--- src/rtl/writeback_sequencer.sv ---
// writeback_sequencer
//
// Purpose: arbitrates register-file writeback between single-cycle ALU results
// and a single outstanding data-memory load. ALU results are written in the
// cycle they are accepted. A load is issued in IDLE and written back,
// combinationally, in the cycle MemAck arrives. If an ALU result arrives in the
// same cycle as the load data, the load wins. The ALU result is then parked in a
// one-entry buffer and written on the following cycle.
//
// Parameters:
//   Data_Width  - width of the result datapath
//   Reg_Width   - width of a register index
//
// Ports:
//   clk, rst_n              - clock, asynchronous active-low reset
//   AluValid/AluRd/ALUResult - ALU result presented for writeback
//   LoadReq/LoadRd          - load request and its destination register
//   MemReq, MemAck          - outstanding memory read / read data valid this cycle
//   Stall                   - upstream must hold all inputs
//   RegWrite/WbRd/ResultSrc/WbALUResult - regfile write port and result mux control
//   StallCount              - saturating count of stall cycles

module writeback_sequencer #(
    parameter int Data_Width = 32,
    parameter int Reg_Width  = 5
) (
    input  logic                  clk,
    input  logic                  rst_n,
    input  logic                  AluValid,
    input  logic [Reg_Width-1:0]  AluRd,
    input  logic [Data_Width-1:0] ALUResult,
    input  logic                  LoadReq,
    input  logic [Reg_Width-1:0]  LoadRd,
    output logic                  MemReq,
    input  logic                  MemAck,
    output logic                  Stall,
    output logic                  RegWrite,
    output logic [Reg_Width-1:0]  WbRd,
    output logic                  ResultSrc,
    output logic [Data_Width-1:0] WbALUResult,
    output logic [15:0]           StallCount
);

    typedef enum logic {
        IDLE = 1'b0,
        WAIT = 1'b1
    } state_t;

    state_t                state;
    state_t                next_state;

    logic                  buf_valid;
    logic [Reg_Width-1:0]  buf_rd;
    logic [Data_Width-1:0] buf_data;
    logic [Reg_Width-1:0]  pend_rd;

    logic                  alu_accept;
    logic                  load_accept;
    logic                  load_wb;
    logic                  buf_load;

    // Handshake decode. Acceptance is gated by rst_n so that nothing is written
    // while the block is held in reset. A load can only be accepted in IDLE. In
    // IDLE with no stall the buffer is necessarily empty.
    always_comb begin
        Stall       = buf_valid | (LoadReq & (state != IDLE));
        MemReq      = (state == WAIT);
        load_wb     = (state == WAIT) & MemAck;
        alu_accept  = rst_n & AluValid & ~Stall;
        load_accept = rst_n & LoadReq & ~Stall & (state == IDLE);
        buf_load    = load_wb & alu_accept;
    end

    // Writeback mux, in priority order: buffered ALU entry, load data, fresh
    // ALU result. The buffered entry and the load writeback never coincide,
    // because the buffer is only filled in an ack cycle and the FSM is then
    // back in IDLE. Register 0 is never written, but the handshake still
    // completes.
    always_comb begin
        RegWrite    = 1'b0;
        ResultSrc   = 1'b0;
        WbRd        = '0;
        WbALUResult = '0;
        if (buf_valid) begin
            WbRd        = buf_rd;
            WbALUResult = buf_data;
            RegWrite    = (buf_rd != '0);
        end else if (load_wb) begin
            ResultSrc   = 1'b1;
            WbRd        = pend_rd;
            RegWrite    = (pend_rd != '0);
        end else if (alu_accept) begin
            WbRd        = AluRd;
            WbALUResult = ALUResult;
            RegWrite    = (AluRd != '0);
        end
    end

    // Next-state logic. MemAck seen in IDLE is a stray acknowledge, for example
    // from a load abandoned by reset, so it is deliberately ignored.
    always_comb begin
        next_state = state;
        case (state)
            IDLE:    if (load_accept) next_state = WAIT;
            WAIT:    if (MemAck)      next_state = IDLE;
            default: next_state = IDLE;
        endcase
    end

    // State register. Reset abandons any outstanding load.
    always_ff @(posedge clk or negedge rst_n) begin
        if (!rst_n) begin
            state <= IDLE;
        end else begin
            state <= next_state;
        end
    end

    // Pending load destination and the one-entry ALU buffer. The buffer lives
    // exactly one cycle. While it is valid, Stall blocks any new ALU
    // acceptance, so buf_load cannot refill it.
    always_ff @(posedge clk or negedge rst_n) begin
        if (!rst_n) begin
            pend_rd   <= '0;
            buf_valid <= 1'b0;
            buf_rd    <= '0;
            buf_data  <= '0;
        end else begin
            if (load_accept) begin
                pend_rd <= LoadRd;
            end
            buf_valid <= buf_load;
            if (buf_load) begin
                buf_rd   <= AluRd;
                buf_data <= ALUResult;
            end
        end
    end

    // Stall-cycle counter. It saturates instead of wrapping, so a long
    // stalled run still reads as "very long".
    always_ff @(posedge clk or negedge rst_n) begin
        if (!rst_n) begin
            StallCount <= '0;
        end else if (Stall && (StallCount != 16'hFFFF)) begin
            StallCount <= StallCount + 16'd1;
        end
    end

endmodule

--- config.mk ---
export PLATFORM = sky130hd
export DESIGN_NAME = writeback_sequencer
export DESIGN_NICKNAME = d
export VERILOG_FILES = /design/src/rtl/writeback_sequencer.sv
export SDC_FILE = /design/constraint.sdc
export NUM_CORES = 1
export LEC_CHECK = 0
export CAP_MARGIN = 20
export CORE_MARGIN = 2
export CORE_UTILIZATION = 48
export CTS_CLUSTER_SIZE = 20
export DETAILED_ROUTE_END_ITERATION = 6
export PLACE_DENSITY_LB_ADDON = 0.25
export SLEW_MARGIN = 20
export SYNTH_ARGS = -nofsm -noshare
export SYNTH_HDL_FRONTEND = slang
export SYNTH_SLANG_ARGS = --single-unit
export TNS_END_PERCENT = 100
--- constraint.sdc ---
create_clock -name clk -period 3.7 [get_ports clk]
set_input_delay 0.37 -clock clk [delete_from_list [all_inputs] [get_ports clk]]
set_output_delay 0.37 -clock clk [all_outputs]
set_load 0.1 [all_outputs]
==> results_tabular.tex <==
\begin{tabular}{lr}
\hline
Metric & Value \\
\hline
\multicolumn{2}{l}{\textbf{Run status}} \\
Outcome & completed \\
\multicolumn{2}{l}{\textbf{Logic synthesis}} \\
Sequential element share of the synthesized area & 0.521 \\
Cells after Synth & approximately 230 \\
Distinct cells, synth & 34 \\
Mean area per synthesized cell & about 13 um2 \\
Number of warnings reported in the yosys synthesis log & 0 \\
Number of register bits inferred by synthesis & 60 \\
Post-synthesis net count & $\sim$280 \\
Area of the mapped netlist & $\sim$0.0029 mm2 \\
\multicolumn{2}{l}{\textbf{STA}} \\
Worst-case setup margin in the final layout & 983 ps \\
Sum of negative setup slack & 0 ps \\
Number of failing setup endpoints in the final timing report & 0 \\
Post-layout min period & approximately 2700 ps \\
Final hold viol count & 0 \\
Max Fclk & roughly 0.37 GHz \\
Actual transition at the worst max-transition pin & around 980 ps \\
Portion of the clock cycle consumed by the worst path in the final layout & 0.734 \\
Hold\_ws & around 290 ps \\
Unrepaired setup endpoints after global routing & false \\
Relative max-transition margin & 0.342 \\
Number of max-slew violations in the final report & 0 \\
Clock skew & approximately 8 ps \\
\multicolumn{2}{l}{\textbf{Worst setup path}} \\
Crit Path Class & reg -> out \\
Max Fanout on Critical Path & 38 \\
Critical Path, Cell by Cell & nor3\_2 > buf\_4 > o21ai\_0 > a21oi\_1 > buf\_12 \\
Cell class contributing the biggest share of worst-path delay & flip-flops \\
Number of buffer and inverter stages on the critical path & 2 \\
Worst Path Required & between 3000 and 4000 ps \\
Sort of element at the end of the critical path & primary output \\
Max incr delay on CP & approximately 700 ps \\
Reg2Reg Setup Slack & between 1000 and 1500 ps \\
Worst Path Arrival & 2350 ps \\
Worst-path cell with the longest stage delay & sky130\_fd\_sc\_hd\_\_dfrtp\_1 \\
Setup crit start kind & register \\
\multicolumn{2}{l}{\textbf{Global routing}} \\
Overall track demand over capacity in global routing & 0.223 \\
Antenna violations before repair & 0 \\
Largest net degree at the start of global routing & a little over 60 \\
Global-route wire length before repair & between 10 and 15 mm \\
Number of global-route vias before repair & about 2300 \\
Overflow left after global routing & 0 \\
\multicolumn{2}{l}{\textbf{Die}} \\
I/O Pins & around 100 \\
Overall die area & $\sim$0.0066 mm2 \\
Core Rows & 28 \\
DIE HEIGHT & between 80 and 90 um \\
Standard cell core area & just under 0.006 mm2 \\
Initial core utilization & 0.493 \\
Die extent in x & $\sim$80 um \\
\multicolumn{2}{l}{\textbf{Cells and area}} \\
Filler cell count in the final layout & slightly below 400 \\
Final instance area & about 0.0044 mm2 \\
Number of nets at the end of the flow & 381 \\
Layout cells sized above 1 & 0.333 \\
Ant. Diodes & 0 \\
Layout overhead on the synthesized area & 51.0\% \\
\multicolumn{2}{l}{\textbf{Detailed routing}} \\
Number of remaining DRC errors & 0 \\
Avg WL per Cell & around 17 um \\
Antenna Violating Nets Remaining & 0 \\
Vias per std cell & about 5.6 \\
Number of DRC markers after the initial detailed-route iteration & roughly 140 \\
Via count of the routed design & approximately 2300 \\
Drt total wl & 6.82 mm \\
Initial DRT Pass Iterations & 4 \\
\multicolumn{2}{l}{\textbf{Power}} \\
Peak supply drop & about 700 uV \\
PD cells & 543 mW/mm2 \\
Leak Pwr & between 0.0015 and 0.002 uW \\
Switching power as a share of total power & 0.394 \\
Seq pwr share & 0.408 \\
Switching power & 931 uW \\
Gate power share & 0.381 \\
Clock power share & 0.211 \\
Internal power & 1430 uW \\
\multicolumn{2}{l}{\textbf{Placement}} \\
Minimum setup slack after placement & around 1100 ps \\
Placer Congestion & between 0.8 and 0.9 \\
Instance area at placement & 0.00420 mm2 \\
Input/output buffers & about 100 \\
HPWL after detailed placement & 4.73 mm \\
\multicolumn{2}{l}{\textbf{Clock network}} \\
Clock-pin slew on the worst setup and hold paths & roughly 70 ps \\
Post-CTS setup repair buffer count & 0 \\
Number of clock buffers inserted by TritonCTS & 9 \\
Clock Sinks & 60 \\
Worst-skew pair later-pin latency & $\sim$340 ps \\
Number of buffers between clock root and the deepest sink & 2 \\
Hold buffers post-CTS & 0 \\
Number of cells upsized or downsized after cts & 0 \\
H-Tree Level Count & 3 \\
Clock Tree Root & sky130\_fd\_sc\_hd\_\_clkbuf\_8 \\
CTS tree & built \\
\multicolumn{2}{l}{\textbf{Min path}} \\
Kind of path behind the tightest hold check & in -> async \\
\multicolumn{2}{l}{\textbf{Job}} \\
Count of maximum capacitance violations & 0 \\
\hline
\end{tabular}
==> power by group through the flow <==
stage	sequential (uW)	clock (uW)	combinational (uW)
2_1_floorplan	1130	0	478
3_3_place_gp	965	0	890
3_5_place_dp	974	0	905
4_1_cts	964	503	906
5_1_grt	993	535	947
6_report	964	499	899
==> metal layers <==
metal,part of all wire,global-route usage
met1,0.43,0.307
met2,0.47,0.330
met3,0.071,0.0473
met4,0.023,0.117
met5,0,0
==> cells by family (layout without fill, tap and decap cells) <==
logic type | Yosys count | in the layout | share of synthesized area
flip-flops | 60 | 60 | 0.521
buffers and inverters | 22 | 129 | 0.0377
adder cells (fa/ha/maj) | 1 | 1 | 0.00434
AND/OR/NAND/NOR | 44 | 44 | 0.0889
XOR/XNOR | 15 | 15 | 0.0456
multiplexers | 43 | 43 | 0.169
AO/OA/AOI/OAI | 44 | 44 | 0.134
==> worst paths after layout <==
check | endpoint | startpoint | cells after the start
max in group asynchronous | buf_data[12] | rst_n | 2
hold reg to reg | StallCount[15] | StallCount[15] | 1
min in group clk | StallCount[15] | StallCount[15] | 1
setup reg to reg | buf_data[19] | buf_valid | 5
hold / removal | buf_data[26] | rst_n | 2
setup / recovery | RegWrite | buf_valid | 5
==> registers in the layout, summed over array words and instances (netlist names) <==
name        flops
buf_valid       1
buf_data       32
StallCount     16
buf_rd          5
MemReq          1
pend_rd         5
==> placed cells by master (no fill, tap or decap), drive strengths merged <==
cell	n
a21o	1
a21oi	3
a222oi	5
a22o	32
and3	2
buf	46
clkbuf	11
clkdlybuf4s50	62
clkinv	3
dfrtp	60
ha	1
inv	7
mux2	43
nand2	8
nand3	7
nand4	7
nor2	8
nor3	6
nor4	1
nor4b	1
nor4bb	1
o21a	1
o21ai	1
o311ai	1
or4	2
or4b	1
xnor2	11
xor2	4
==> worst register-to-register path, cell delays in order, from the launching register on <==
cell	delay, ps
sky130_fd_sc_hd__dfrtp_1	680
sky130_fd_sc_hd__a21oi_2	330
sky130_fd_sc_hd__inv_2	140
sky130_fd_sc_hd__nor3_4	190
sky130_fd_sc_hd__buf_4	440
sky130_fd_sc_hd__mux2_2	410
==> synth_stat cells, drive strengths merged <==
| library cell | number | area [um2] |
|---|---|---|
| a21o | 1 | 7.51 |
| a21oi | 3 | 18.8 |
| a222oi | 5 | 50.1 |
| a22o | 32 | 280 |
| and3 | 2 | 12.5 |
| buf | 7 | 52.5 |
| clkbuf | 8 | 30.0 |
| dfrtp | 60 | 1500 |
| ha | 1 | 12.5 |
| inv | 7 | 26.3 |
| mux2 | 43 | 488 |
| nand2 | 8 | 37.5 |
| nand3 | 7 | 35.0 |
| nand4 | 7 | 50.1 |
| nor2 | 8 | 30.0 |
| nor3 | 6 | 35.0 |
| nor4 | 1 | 6.26 |
| nor4b | 1 | 15.0 |
| nor4bb | 1 | 10.0 |
| o21a | 1 | 7.51 |
| o21ai | 1 | 5.00 |
| o311ai | 1 | 16.3 |
| or4 | 2 | 15.0 |
| or4b | 1 | 10.0 |
| xnor2 | 11 | 96.3 |
| xor2 | 4 | 35.0 |
==> area by class of cell <==
type                       instances  area (um2)  share of cell area
timing repair buffer             108        1290               0.296
tap                               75        93.8              0.0216
inverter                           7        26.3             0.00603
clock buffer                      11         141              0.0325
sequential                        60        1500               0.345
multi-input combinational        147        1290               0.296
clock inverter                     3        15.0             0.00345
==> stage by stage <==
| step | power, uW | cells | util |
|---|---|---|---|
| floorplan | 1610 | 229 | - |
| global placement | 1860 | 397 | 0.717 |
| detailed placement | 1880 | 397 | 0.717 |
| CTS | 2370 | 411 | 0.744 |
| global route | 2480 | 411 | 0.744 |
| finish | 2360 | 411 | 0.744 |
No activity file was read; power rests on OpenSTA's default activity.
